**src/rtl/irq_dispatch.sv**
```systemverilog
// irq_dispatch: AXI4-Lite master that enables the interrupt controller, fetches vectors on intr_i, offers them to the core and acknowledges completion.
//   clk_i, rst_ni        clock, synchronous active-low reset
//   intr_i               interrupt line from the controller
//   m_aw*/m_w*/m_b*      write channels (MER enable, IAR acknowledge)
//   m_ar*/m_r*           read channels (IVR fetch)
//   irq_valid_o/irq_vector_o/irq_accept_i/irq_done_i   core interrupt handshake
//   busy_o               high outside IDLE
//   bus_err_o            one-cycle pulse on nonzero BRESP/RRESP
module irq_dispatch #(
   parameter logic [31:0] BASE_ADDR  = 32'h0,
   parameter logic [7:0]  IAR_OFFSET = 8'h0c,
   parameter logic [7:0]  IVR_OFFSET = 8'h18,
   parameter logic [7:0]  MER_OFFSET = 8'h1c,
   parameter int unsigned HOLDOFF    = 3
) (
   input  logic        clk_i,
   input  logic        rst_ni,
   input  logic        intr_i,
   output logic        m_awvalid_o,
   output logic [31:0] m_awaddr_o,
   input  logic        m_awready_i,
   output logic        m_wvalid_o,
   output logic [31:0] m_wdata_o,
   output logic [3:0]  m_wstrb_o,
   input  logic        m_wready_i,
   input  logic        m_bvalid_i,
   input  logic [1:0]  m_bresp_i,
   output logic        m_bready_o,
   output logic        m_arvalid_o,
   output logic [31:0] m_araddr_o,
   input  logic        m_arready_i,
   input  logic        m_rvalid_i,
   input  logic [31:0] m_rdata_i,
   input  logic [1:0]  m_rresp_i,
   output logic        m_rready_o,
   output logic        irq_valid_o,
   output logic [1:0]  irq_vector_o,
   input  logic        irq_accept_i,
   input  logic        irq_done_i,
   output logic        busy_o,
   output logic        bus_err_o
);
   typedef enum logic [3:0] {INIT_W, INIT_B, IDLE, RD_A, RD_D, OFFER, SERVICE, ACK_W, ACK_B, HOLD} state_t;
   localparam logic [31:0] MER_ADDR  = BASE_ADDR + {24'h0, MER_OFFSET};
   localparam logic [31:0] IAR_ADDR  = BASE_ADDR + {24'h0, IAR_OFFSET};
   localparam logic [31:0] IVR_ADDR  = BASE_ADDR + {24'h0, IVR_OFFSET};
   localparam logic [3:0]  HOLD_LOAD = 4'(HOLDOFF - 1);
   state_t      state_q, state_d;
   logic        boot_q;
   logic        aw_q, aw_d, w_q, w_d, err_q, err_d;
   logic [31:0] awaddr_q, awaddr_d, wdata_q, wdata_d;
   logic [3:0]  wstrb_q, wstrb_d, cnt_q, cnt_d;
   logic [1:0]  vec_q, vec_d;
   assign m_awvalid_o  = aw_q;
   assign m_wvalid_o   = w_q;
   assign m_awaddr_o   = awaddr_q;
   assign m_wdata_o    = wdata_q;
   assign m_wstrb_o    = wstrb_q;
   assign m_bready_o   = (state_q == INIT_B) || (state_q == ACK_B);
   assign m_arvalid_o  = state_q == RD_A;
   assign m_araddr_o   = m_arvalid_o ? IVR_ADDR : 32'h0;
   assign m_rready_o   = state_q == RD_D;
   assign irq_valid_o  = state_q == OFFER;
   assign irq_vector_o = vec_q;
   assign busy_o       = state_q != IDLE;
   assign bus_err_o    = err_q;
   always_comb begin
      state_d  = state_q;
      aw_d     = aw_q & ~m_awready_i;
      w_d      = w_q & ~m_wready_i;
      awaddr_d = awaddr_q;
      wdata_d  = wdata_q;
      wstrb_d  = wstrb_q;
      cnt_d    = cnt_q;
      vec_d    = vec_q;
      err_d    = (m_bready_o & m_bvalid_i & |m_bresp_i) | (m_rready_o & m_rvalid_i & |m_rresp_i);
      case (state_q)
         // boot_q marks the first cycle out of reset: launch the MER write
         INIT_W: if (boot_q) begin
            aw_d     = 1'b1;
            w_d      = 1'b1;
            awaddr_d = MER_ADDR;
            wdata_d  = 32'h1;
            wstrb_d  = 4'hf;
         end else if (!aw_d && !w_d) state_d = INIT_B;
         INIT_B:  if (m_bvalid_i) state_d = IDLE;
         IDLE:    if (intr_i) state_d = RD_A;
         RD_A:    if (m_arready_i) state_d = RD_D;
         RD_D: if (m_rvalid_i) begin
            if (|m_rresp_i || m_rdata_i == 32'hffff_ffff) begin
               state_d = HOLD;
               cnt_d   = HOLD_LOAD;
            end else begin
               vec_d   = m_rdata_i[1:0];
               state_d = OFFER;
            end
         end
         OFFER:   if (irq_accept_i) state_d = SERVICE;
         SERVICE: if (irq_done_i) begin
            state_d  = ACK_W;
            aw_d     = 1'b1;
            w_d      = 1'b1;
            awaddr_d = IAR_ADDR;
            wdata_d  = 32'h1 << vec_q;
            wstrb_d  = 4'hf;
         end
         ACK_W:   if (!aw_d && !w_d) state_d = ACK_B;
         ACK_B: if (m_bvalid_i) begin
            state_d = HOLD;
            cnt_d   = HOLD_LOAD;
         end
         HOLD: begin
            state_d = (cnt_q == 4'd0) ? IDLE : HOLD;
            cnt_d   = (cnt_q == 4'd0) ? cnt_q : cnt_q - 4'd1;
         end
         default: state_d = INIT_W;
      endcase
   end
   always_ff @(posedge clk_i) begin
      if (!rst_ni) begin
         state_q  <= INIT_W;
         boot_q   <= 1'b1;
         aw_q     <= 1'b0;
         w_q      <= 1'b0;
         awaddr_q <= 32'h0;
         wdata_q  <= 32'h0;
         wstrb_q  <= 4'h0;
         cnt_q    <= 4'h0;
         vec_q    <= 2'h0;
         err_q    <= 1'b0;
      end else begin
         state_q  <= state_d;
         boot_q   <= 1'b0;
         aw_q     <= aw_d;
         w_q      <= w_d;
         awaddr_q <= awaddr_d;
         wdata_q  <= wdata_d;
         wstrb_q  <= wstrb_d;
         cnt_q    <= cnt_d;
         vec_q    <= vec_d;
         err_q    <= err_d;
      end
   end
endmodule
```
**config.mk**
```make
export PLATFORM = sky130hd
export DESIGN_NAME = irq_dispatch
export DESIGN_NICKNAME = d
export VERILOG_FILES = /design/src/rtl/irq_dispatch.sv
export SDC_FILE = /design/constraint.sdc
export NUM_CORES = 1
export LEC_CHECK = 0
export CAP_MARGIN = 20
export CORE_ASPECT_RATIO = 1.1
export CORE_MARGIN = 2
export CORE_UTILIZATION = 37
export CTS_CLUSTER_DIAMETER = 30
export DETAILED_ROUTE_END_ITERATION = 16
export GPL_TIMING_DRIVEN = 0
export HOLD_SLACK_MARGIN = 0.08
export PLACE_DENSITY = 0.95
export SYNTH_ARGS = -nofsm -noshare
export SYNTH_HDL_FRONTEND = slang
export SYNTH_SLANG_ARGS = --single-unit
```
**constraint.sdc**
```tcl
create_clock -name clk_i -period 2.53 [get_ports clk_i]
set_input_delay 0.506 -clock clk_i [delete_from_list [all_inputs] [get_ports clk_i]]
set_output_delay 0.506 -clock clk_i [all_outputs]
set_load 0.02 [all_outputs]
```
======== Word level (Yosys, flattened, before mapping) ========
Index checks and enable logic that the tools add are counted.
W data, S select, Z words.
word-level totals
  register bits ........................... 82
  logic and storage cells ................. 95
cells by class
  add/sub/neg operators ................... 1
  equal/unequal tests ..................... 24
  shift operators ......................... 1
  mux-type cells .......................... 34
  bitwise gates (word level) .............. 10
  reduce and logical (&&, ||, !) cells .... 15
operators by type and width
  cell                    number
  $mux W32                4
  $pmux W32 S2            2
  $mux W4                 17
  $pmux W4 S10            1
  $eq A32 B32 Y1 const B  1
  $shl A1 B2 Y32 const A  1
  $ne A2 B2 Y1 const B    10
  $eq A4 B3 Y1 const B    4
  $pmux W4 S3             1
  $reduce_and A10 Y1      1
  $eq A4 B2 Y1 const B    2
  $eq A4 B4 Y1 const B    2
  $logic_not A4 Y1        2
  $pmux W4 S2             1
  $and A1 B1 Y1           6
  $ne A2 B1 Y1 const B    3
  $reduce_and A3 Y1       2
  $mux W1                 5
  $mux W5                 1
  $reduce_and A5 Y1       1
  $eq A4 B1 Y1 const B    1
  $ne A4 B2 Y1 const B    1
  $pmux W1 S2             2
  $reduce_or A2 Y1        2
  8 further kinds         12

======== Longest topological paths before layout ========
Gate-level depths: netlist of the first run.
  word-level depth ........................ 7
  gate-level depth with buffers ........... 7
  mapped depth without buffers ............ 7

======== Least setup slack after synthesis of the first run ========
Ideal clock, no wire load.
  path type ............................... reg2out
  start ................................... register state_q[0]
  end ..................................... output m_araddr_o[3]
  arrival time ............................ 1361 ps
  required time ........................... 2024 ps
  path slack .............................. 663 ps
  cell stages (with the launch flop) ...... 6
  buffers on the path ..................... 3
  cells stage by stage .................... dfxtp_1 > buf_4 > buf_4 > nand2b_1 > nor2_1 > buf_4
between the ends
  longest elaborated chain between the ends .. 2
ends and longest elaborated chain
  what                    RTL line  source
  start, declared         48        state_t state_q, state_d;
  start signal, assigned  132       state_q <= state_d;
  $eq A4 B2 Y1            60        assign m_arvalid_o = state_q == RD_A;
  net m_arvalid_o         29        output logic m_arvalid_o,
  $mux W5                 61        assign m_araddr_o = m_arvalid_o ? IVR_ADDR : 32'h0;
  end, declared           30        output logic [31:0] m_araddr_o,
The timed path passes the listed nets, and every way through them passes these cells.

======== Worst setup path after layout of the first run ========
  start ................................... register state_q[3]
  end ..................................... output busy_o
between the ends
  longest elaborated chain between the ends .. 1
ends and longest elaborated chain
  what           RTL line  source
  $ne A4 B2 Y1   65        assign busy_o = state_q != IDLE;
  end, declared  40        output logic busy_o,
Every way passes these cells.

==> impl_metrics.tcl, run 1 <==
set metrics [dict create \
    run_status "complete, no violations" \
    die_h_um 81.58 \
    grt_max_degree 13 \
    die_area_mm2 0.006080 \
    worstPathRequired_ps 2020 \
    hpwl_mm 4.343 \
    setup_viol 0 \
    cp.arrival_ps 1910 \
    synthCells 254 \
    p_leak_nw 1.587 \
    drv_slew 0 \
    ios 156 \
    clk_latency_ps 260 \
    worstPathMaxFanout 10 \
    hold_buffers 0 \
    clock_skew_ps 3.908 \
    die_x_um 74.53 \
    ys_seq_elements 20 \
    final_nets 460 \
    maxCapViolCount 0 \
    comb_power_share_pct 61.7 \
    htree_num_levels 1 \
    area_delta_synth_final_pct 57.85 \
    cts_buffers 3 \
    sw_frac_of_total_pct 40.77 \
    internal-power_mw 1.128 \
    drive_gt1_share_pct 29.37 \
    clockBufferDepth 2 \
    ys_top_cells_by_area "buf_4 36%, dfxtp_1 20%, a21oi_1 3.0%" \
    period_share_pct 95.35 \
    tritoncts "done" \
    avgSynthCellArea_um2 7.970 \
    vias 2071 \
    ys_seq_area_share_pct 19.78 \
    ys_types 52 \
    core_area_mm2 0.005325 \
    total_power_mw 1.904 \
    ir_drop_mv 0.2960 \
    clkPwrFrac_pct 17.2 \
    p_seq_share_pct 21.1 \
    synth_commonest_cells "96 x buf_4, 20 x dfxtp_1, 14 x nor2_1, 12 x a21oi_1, 12 x nand2_1" \
    synth_flop_cell "dfxtp_1" \
    drt_wl_total_mm 5.152 \
    synth.most_common_cell "buf_4" \
    period_needed_ps 2412 \
    vias_per_cell 4.253 \
    grt-ovfl-total 0 \
    fin_setup_tns_ps 0 \
    yosysTopAreaCell "buf_4" \
    grt_usage_pct 16.40 \
    clkTransAtPathRegs_ps 80 \
    hp-class "flop to flop" \
    row_count 28 \
    fmax_mhz 414.5 \
    drc 0 \
    clock_sinks 20 \
    drt_iter0_markers 134 \
    hold_viol_final 0 \
    n_antenna_cell 0 \
    grt_pass1_vias 1912 \
    synth_edf_count 0 \
    drtPass1Iterations 4 \
    port-buffer-count 68 \
    nFillCells 473 \
    ys_warn_count 0 \
    cts_root_buffer "clkbuf_8" \
    start_util_pct 38.02 \
    cts_setup_buffers 0 \
    grt_pass1_wl_mm 8.100 \
    async_flop_share_pct 0 \
    syn-cell-area_mm2 0.002024 \
    antenna_found_initial 0 \
    ant_nets 0 \
    start_kind "flop" \
    gp_congestion 0.8547 \
    critical_path_class "flop to output pin" \
    p_sw_mw 0.7764 \
    routedWlPerCell_um 10.58 \
    grt_setup_unrepaired "no" \
    power.density_mw_per_mm2 595.9 \
    endpoint_kind "output pin" \
    synth_top_area_share_pct 35.60 \
]
[kinds of logic (layout without fill, tap and decap cells)]
logic type      count (synthesis)  in the layout  synth area share, %
buf+inv                       109            181                39.31
simple gates                   75             75                21.57
compound gates                 44             44                16.63
flops                          20             20                19.78
mux                             3              3                1.483
fa+ha+maj                       1              1               0.6179
other cells                     1             87               0.1852
xor+xnor                        1              1               0.4327
[cell type report]
type	instances	area, um^2	share of cell area (%)
inverter	4	15.01	0.4699
clock inverter	1	30.03	0.9397
multi-input combinational	211	1151	36.02
timing repair buffer	68	683.2	21.38
clock buffer	3	41.29	1.292
buffer	105	780.7	24.43
sequential	20	400.4	12.53
tap	75	93.84	2.937
[per-stage QoR]
step                      util, %  hold WS, ps  std cells  cell area [um^2]  setup WS (ps)
after detailed placement    58.62        461.5        483              3122          251.4
after floorplan                 -        452.3        340              2347          662.6
after CTS                   59.92        474.1        487              3191          30.36
after global routing        60.01        508.1        487              3196          20.12
final                       60.01        473.4        487              3196          117.6
after global placement      58.62        457.3        483              3122          272.0
[sequential cells by signal (all words and copies together) (netlist names)]
| signal | count |
|---|---|
| irq_vector_o | 2 |
| m_wdata_o | 4 |
| bus_err_o | 1 |
| state_q | 4 |
| boot_q | 1 |
| cnt_q | 4 |
| m_awaddr_o | 1 |
| m_wstrb_o | 1 |
| m_wvalid_o | 1 |
| m_awvalid_o | 1 |
[cell usage in the layout (no fill, tap or decap), types with 4 or more instances in the layout]
| master | count |
|---|---|
| a21oi_1 | 12 |
| and3_1 | 4 |
| buf_4 | 96 |
| clkdlybuf4s50_1 | 64 |
| conb_1 | 87 |
| dfxtp_1 | 20 |
| inv_1 | 4 |
| nand2_1 | 12 |
| nand2b_1 | 5 |
| nand3_1 | 6 |
| nand4_1 | 9 |
| nor2_1 | 14 |
| o211ai_1 | 4 |
| o21ai_0 | 4 |
[worst max-delay path, stage by stage (launching register included)]
cell and delay, ps:
dfxtp_1 310, buf_6 140, clkbuf_1 230, or3_1 420, clkdlybuf4s50_1 540
[path summary, 6_finish.rpt]
kind                              startpoint            to  slack [ps]  cells past startpoint
worst min register to register  m_wdata_o[2]  m_wdata_o[2]         470                      2
worst min-delay path            m_wdata_o[2]  m_wdata_o[2]         470                      2
worst max-delay path              state_q[3]        busy_o         120                      4
worst max register to register      cnt_q[0]      cnt_q[1]         730                      7
[metal layers]
layer	wire, um	track usage (%)
met5	0	0
met4	61	4.464
met3	539	2.822
met2	2641	30.53
met1	1909	19.02
[power groups by stage]
stage / clock [mW] / combinational [mW] / sequential, mW
4_1_cts: 0.325 / 1.17 / 0.402
5_1_grt: 0.340 / 1.28 / 0.409
2_1_floorplan: 0 / 0.807 / 0.436
3_5_place_dp: 0 / 1.16 / 0.409
6_report: 0.327 / 1.18 / 0.402
3_3_place_gp: 0 / 1.13 / 0.408
[timing repair]
item	in CTS	in global routing
gates resized for setup	2	2
endpoints found under the setup margin	2	2
hold endpoints to repair	0	0
No activity file was read; power rests on OpenSTA's default activity.
==> run 2, diff against run 1 <==
==> config.mk (replaced) <==
export PLATFORM = sky130hd
export DESIGN_NAME = irq_dispatch
export DESIGN_NICKNAME = d
export VERILOG_FILES = /design/src/rtl/irq_dispatch.sv
export SDC_FILE = /design/constraint.sdc
export NUM_CORES = 1
export LEC_CHECK = 0
export CAP_MARGIN = 10
export CORE_ASPECT_RATIO = 1.1
export CORE_MARGIN = 3
export CORE_UTILIZATION = 43
export CTS_CLUSTER_DIAMETER = 30
export DETAILED_ROUTE_END_ITERATION = 16
export DONT_BUFFER_PORTS = 1
export GPL_TIMING_DRIVEN = 0
export HOLD_SLACK_MARGIN = 0.08
export PLACE_DENSITY = 0.66
export SYNTH_ARGS = -nofsm -noshare
export SYNTH_HDL_FRONTEND = slang
export SYNTH_SLANG_ARGS = --single-unit
==> run 2 against run 1 <==
Compared with the run above:
- global-route usage decreased by 1.8 points
- cell count decreased by 18%
- hold slack got worse by 140 ps
- flip-flop and latch count unchanged
- non-clock buffer count decreased by 68
- critical path type unchanged
- largest power group unchanged
==> impl_metrics.tcl, run 2 (synthesis results as in run 1) <==
set metrics [dict create \
    worstPathMaxFanout 10 \
    cts_buffers 3 \
    critical_path_class "flop to output pin" \
    p_seq_share_pct 26.2 \
    cts_root_buffer "clkbuf_8" \
    grt_max_degree 13 \
    total_power_mw 1.675 \
    ant_nets 0 \
    drv_slew 0 \
    drt_iter0_markers 76 \
    period_share_pct 91.06 \
    vias 1740 \
    fmax_mhz 434.0 \
    clock_skew_ps 6.162 \
    hp-class "primary input to flop" \
    ir_drop_mv 0.2580 \
    critPathTopFamily "buffers and inverters" \
    ios 156 \
    drc 0 \
    drtPass1Iterations 4 \
    finalInstanceArea_mm2 0.002486 \
    clkTransAtPathRegs_ps 80 \
    row_count 25 \
    cpMostUsedCell "buf_4" \
    vias_per_cell 4.372 \
    clockBufferDepth 2 \
    worst_pin_slew_ps 625.1 \
    fin_setup_tns_ps 0 \
    grt_pass1_wl_mm 6.775 \
    period_needed_ps 2304 \
    gp_congestion 0.7998 \
    cts_setup_buffers 0 \
    start_util_pct 45.90 \
    cp.arrival_ps 1800 \
    p_leak_nw 1.286 \
    htree_num_levels 1 \
    layout_setup_ws_ps 226.1 \
    core_area_mm2 0.004410 \
    ctsResizeCount 0 \
    drt_wl_total_mm 4.364 \
    routedWlPerCell_um 10.96 \
    comb_power_share_pct 54.5 \
    setup_viol 0 \
    endpoint_kind "output pin" \
    final_nets 392 \
    die_area_mm2 0.005568 \
    p_sw_mw 0.7194 \
    maxCapViolCount 0 \
    die_x_um 71.42 \
    start_kind "flop" \
    sw_frac_of_total_pct 42.93 \
    hold_buffers 0 \
    final_cell_mix "96 x buf_4, 87 x conb_1, 20 x dfxtp_1" \
    n_antenna_cell 0 \
    grt_usage_pct 14.62 \
    antenna_found_initial 0 \
    run_status "complete, no violations" \
    dpl_cell_area_mm2 0.002415 \
    area_delta_synth_final_pct 22.81 \
    grt_pass1_vias 1564 \
    grt_setup_unrepaired "no" \
    clock_sinks 20 \
    port-buffer-count 0 \
    power.density_mw_per_mm2 673.9 \
    tritoncts "done" \
    clk_latency_ps 260 \
    slew-limit-headroom_pct 58.15 \
    crit_path_max_incr_delay_ps 430 \
    internal-power_mw 0.9561 \
    dp_slack_ps 520.0 \
    worstPathRequired_ps 2020 \
    hold_viol_final 0 \
    grt-ovfl-total 0 \
    cp_slowest_cell "dfxtp_1" \
    path_cells "buf_4 -> buf_4 -> nand2b_1 -> nor2_1 -> buf_4" \
    nFillCells 449 \
    critPathBufInv 3 \
    clkPwrFrac_pct 19.4 \
    die_h_um 77.97 \
    drive_gt1_share_pct 35.17 \
    hpwl_mm 3.659 \
    final_common_cell "buf_4" \
]
-- run 2: cell count changes in the layout (fill, tap and decap cells not counted), sizes merged --
cell / previous run / this run
clkdlybuf4s50: 64 / 0
dlygate4sd2: 2 / 0
dlymetal6s2s: 2 / 0
-- run 2: power by group through the flow --
stage                     logic, mW  clock network, mW  registers, mW
after floorplan               0.807                  0          0.436
after CTS                     0.907              0.335          0.439
after global placement        0.899                  0          0.445
after detailed placement      0.904                  0          0.447
after global routing           1.00              0.348          0.447
final                         0.912              0.325          0.438
-- run 2: per-stage QoR --
step / hold slack (ps) / utilization (%) / instances
floorplan: 452.3 / - / 340
global placement: 481.6 / 54.75 / 394
detailed placement: 484.2 / 54.75 / 394
CTS: 325.0 / 56.37 / 398
global route: 330.2 / 56.37 / 398
finish: 330.9 / 56.37 / 398
-- run 2: worst paths after layout --
| kind | start | to | slack [ps] | cells past startpoint |
|---|---|---|---|---|
| max reg2reg | state_q[3] | irq_vector_o[0] | 690 | 6 |
| max | state_q[0] | m_araddr_o[4] | 230 | 5 |
| min | irq_done_i | m_awaddr_o[4] | 330 | 1 |
| min reg2reg | cnt_q[3] | cnt_q[3] | 500 | 2 |
-- run 2: layout make-up --
type	instances	area, um^2	share of cell area [%]
plain buffers	105	780.7	31.40
clock buffers	3	41.29	1.661
clock inverters	1	30.03	1.208
inverters	4	15.01	0.6039
multi-input cells	211	1151	46.30
flip-flops and latches	20	400.4	16.10
well taps	54	67.56	2.718
-- run 2: layer usage --
layer  track usage, %  up-vias  part of all wire, %
li1                 -      877                    -
met1            17.04      761                   36
met2            25.46       98                   50
met3            4.016        4                   13
met4            4.699        0                  1.0
met5                0        -                    0
==> run 3, diff against run 2 <==
--- a/config.mk
+++ b/config.mk
@@ -7,7 +7,6 @@
 export LEC_CHECK = 0
 export CAP_MARGIN = 10
 export CORE_ASPECT_RATIO = 1.1
-export CORE_MARGIN = 3
 export CORE_UTILIZATION = 43
 export CTS_CLUSTER_DIAMETER = 30
 export DETAILED_ROUTE_END_ITERATION = 16
@@ -15,6 +14,7 @@
 export GPL_TIMING_DRIVEN = 0
 export HOLD_SLACK_MARGIN = 0.08
 export PLACE_DENSITY = 0.66
+export REMOVE_ABC_BUFFERS = 1
 export SYNTH_ARGS = -nofsm -noshare
 export SYNTH_HDL_FRONTEND = slang
 export SYNTH_SLANG_ARGS = --single-unit
==> constraint.sdc (replaced) <==
create_clock -name clk_i -period 2.3 [get_ports clk_i]
set_input_delay 0.46 -clock clk_i [delete_from_list [all_inputs] [get_ports clk_i]]
set_output_delay 0.46 -clock clk_i [all_outputs]
set_load 0.02 [all_outputs]
==> run 3 against run 2 <==
Compared with the run above:
- largest power group unchanged
- global-route usage decreased by 1.5 points
- largest cell class unchanged
- cell area down 32%
- sequential power rose by 41%
- sequential share of layout area is 7.7 points higher
- power shrank 9.4%
- die area is 10% lower
- non-clock buffer count decreased by 105
==> impl_metrics.tcl, run 3 (synthesis results as in run 1) <==
set metrics [dict create \
    run_status "complete, no violations" \
    drv_slew 0 \
    crit_path_max_incr_delay_ps 770 \
    maxCapViolCount 0 \
    cts_buffers 3 \
    drc 0 \
    hp-class "primary input to flop" \
    routedWlPerCell_um 11.62 \
    vias 1354 \
    hold_buffers 0 \
    power.density_mw_per_mm2 896.5 \
    start_util_pct 45.90 \
    ctsResizeCount 1 \
    finalNonFillerCells 293 \
    dp.cells 289 \
    critPathTopFamily "flip-flops" \
    grt_max_degree 23 \
    critPathBufInv 0 \
    period_share_pct 94.35 \
    htree_num_levels 1 \
    die_area_mm2 0.004987 \
    core_area_mm2 0.004410 \
    cts_root_buffer "clkbuf_8" \
    ir_drop_mv 0.3216 \
    final_common_cell "conb_1" \
    start_kind "flop" \
    layout_setup_ws_ps 130.0 \
    final_cell_mix "87 x conb_1, 18 x dfxtp_1, 13 x nor2_1" \
    path_cells "nand2b_4 -> nor2_2" \
    drt_iter0_markers 88 \
    vias_per_cell 4.621 \
    die_h_um 73.97 \
    cts_setup_buffers 0 \
    slew-limit-headroom_pct 23.30 \
    clkTransAtPathRegs_ps 80 \
    grt-ovfl-total 0 \
    clock_sinks 20 \
    hpwl_mm 2.678 \
    gp_congestion 0.7467 \
    critical_path_class "flop to output pin" \
    dp_slack_ps 42.59 \
    grt_pass1_wl_mm 4.988 \
    drive_gt1_share_pct 9.205 \
    fmax_mhz 460.8 \
    worstPathMaxFanout 17 \
    final_nets 287 \
    worst_pin_slew_ps 1149 \
    port-buffer-count 0 \
    grt_usage_pct 13.10 \
    die_x_um 67.42 \
    clockBufferDepth 2 \
    grt_setup_unrepaired "no" \
    ios 156 \
    startpoint "state_q[1]" \
    ant_nets 0 \
    area_delta_synth_final_pct -16.32 \
    row_count 25 \
    setup_viol 0 \
    grt_pass1_vias 1031 \
    timing.rr.start "state_q[1]" \
    nFillCells 466 \
    clock_skew_ps 2.855 \
    endpoint_kind "output pin" \
    tritoncts "done" \
    p_leak_nw 0.7210 \
    clk_latency_ps 260 \
    drt_wl_total_mm 3.406 \
    cp_slowest_cell "dfxtp_1" \
    fin_setup_tns_ps 0 \
    antenna_found_initial 0 \
    worstPathRequired_ps 1840 \
    n_antenna_cell 0 \
    hold_viol_final 0 \
    period_needed_ps 2170 \
    cp.arrival_ps 1710 \
    drtPass1Iterations 4 \
    worstHoldStart "irq_done_i" \
]
==> run 3: area by class of cell <==
cell class / instances / area (um^2) / area share (%)
Multi-Input combinational cell: 211 / 1154 / 68.09
Inverter: 4 / 15.01 / 0.8863
Clock buffer: 4 / 55.05 / 3.250
Tap cell: 54 / 67.56 / 3.988
Sequential cell: 20 / 402.9 / 23.78
==> run 3: metal layers <==
metal	track usage (%)	part of all wire [%]	wire length, um	vias to the layer above
met4	2.837	0.73	25	0
met3	4.294	8.3	283	4
met1	16.96	42	1416	613
met2	21.11	49	1680	75
li1	-	-	-	662
met5	0	0	0	-
==> run 3: per-stage QoR <==
stage          hold slack, ps  instance area [um^2]  utilization (%)  power (mW)
6_report                290.7                  1694            38.41       1.519
2_1_floorplan           452.3                  1567                -       1.147
3_5_place_dp            474.2                  1634            37.05       1.256
4_1_cts                 288.8                  1692            38.35       1.529
5_1_grt                 298.7                  1694            38.41       1.642
3_3_place_gp            470.6                  1634            37.05       1.243
==> run 3: final timing paths <==
check                  end  slack (ps)  depth (start not counted)
max          m_araddr_o[3]         130                          2
max reg2reg     state_q[2]         240                          5
min reg2reg       cnt_q[3]         480                          2
min          m_awaddr_o[4]         290                          1
==> run 3: power breakdown <==
| group | switching, mW | internal (mW) | total [mW] |
|---|---|---|---|
| Clock | 0.117 | 0.152 | 0.269 |
| Combinational | 0.402 | 0.231 | 0.633 |
| Sequential | 0.212 | 0.405 | 0.617 |
| Total | 0.731 | 0.788 | 1.52 |
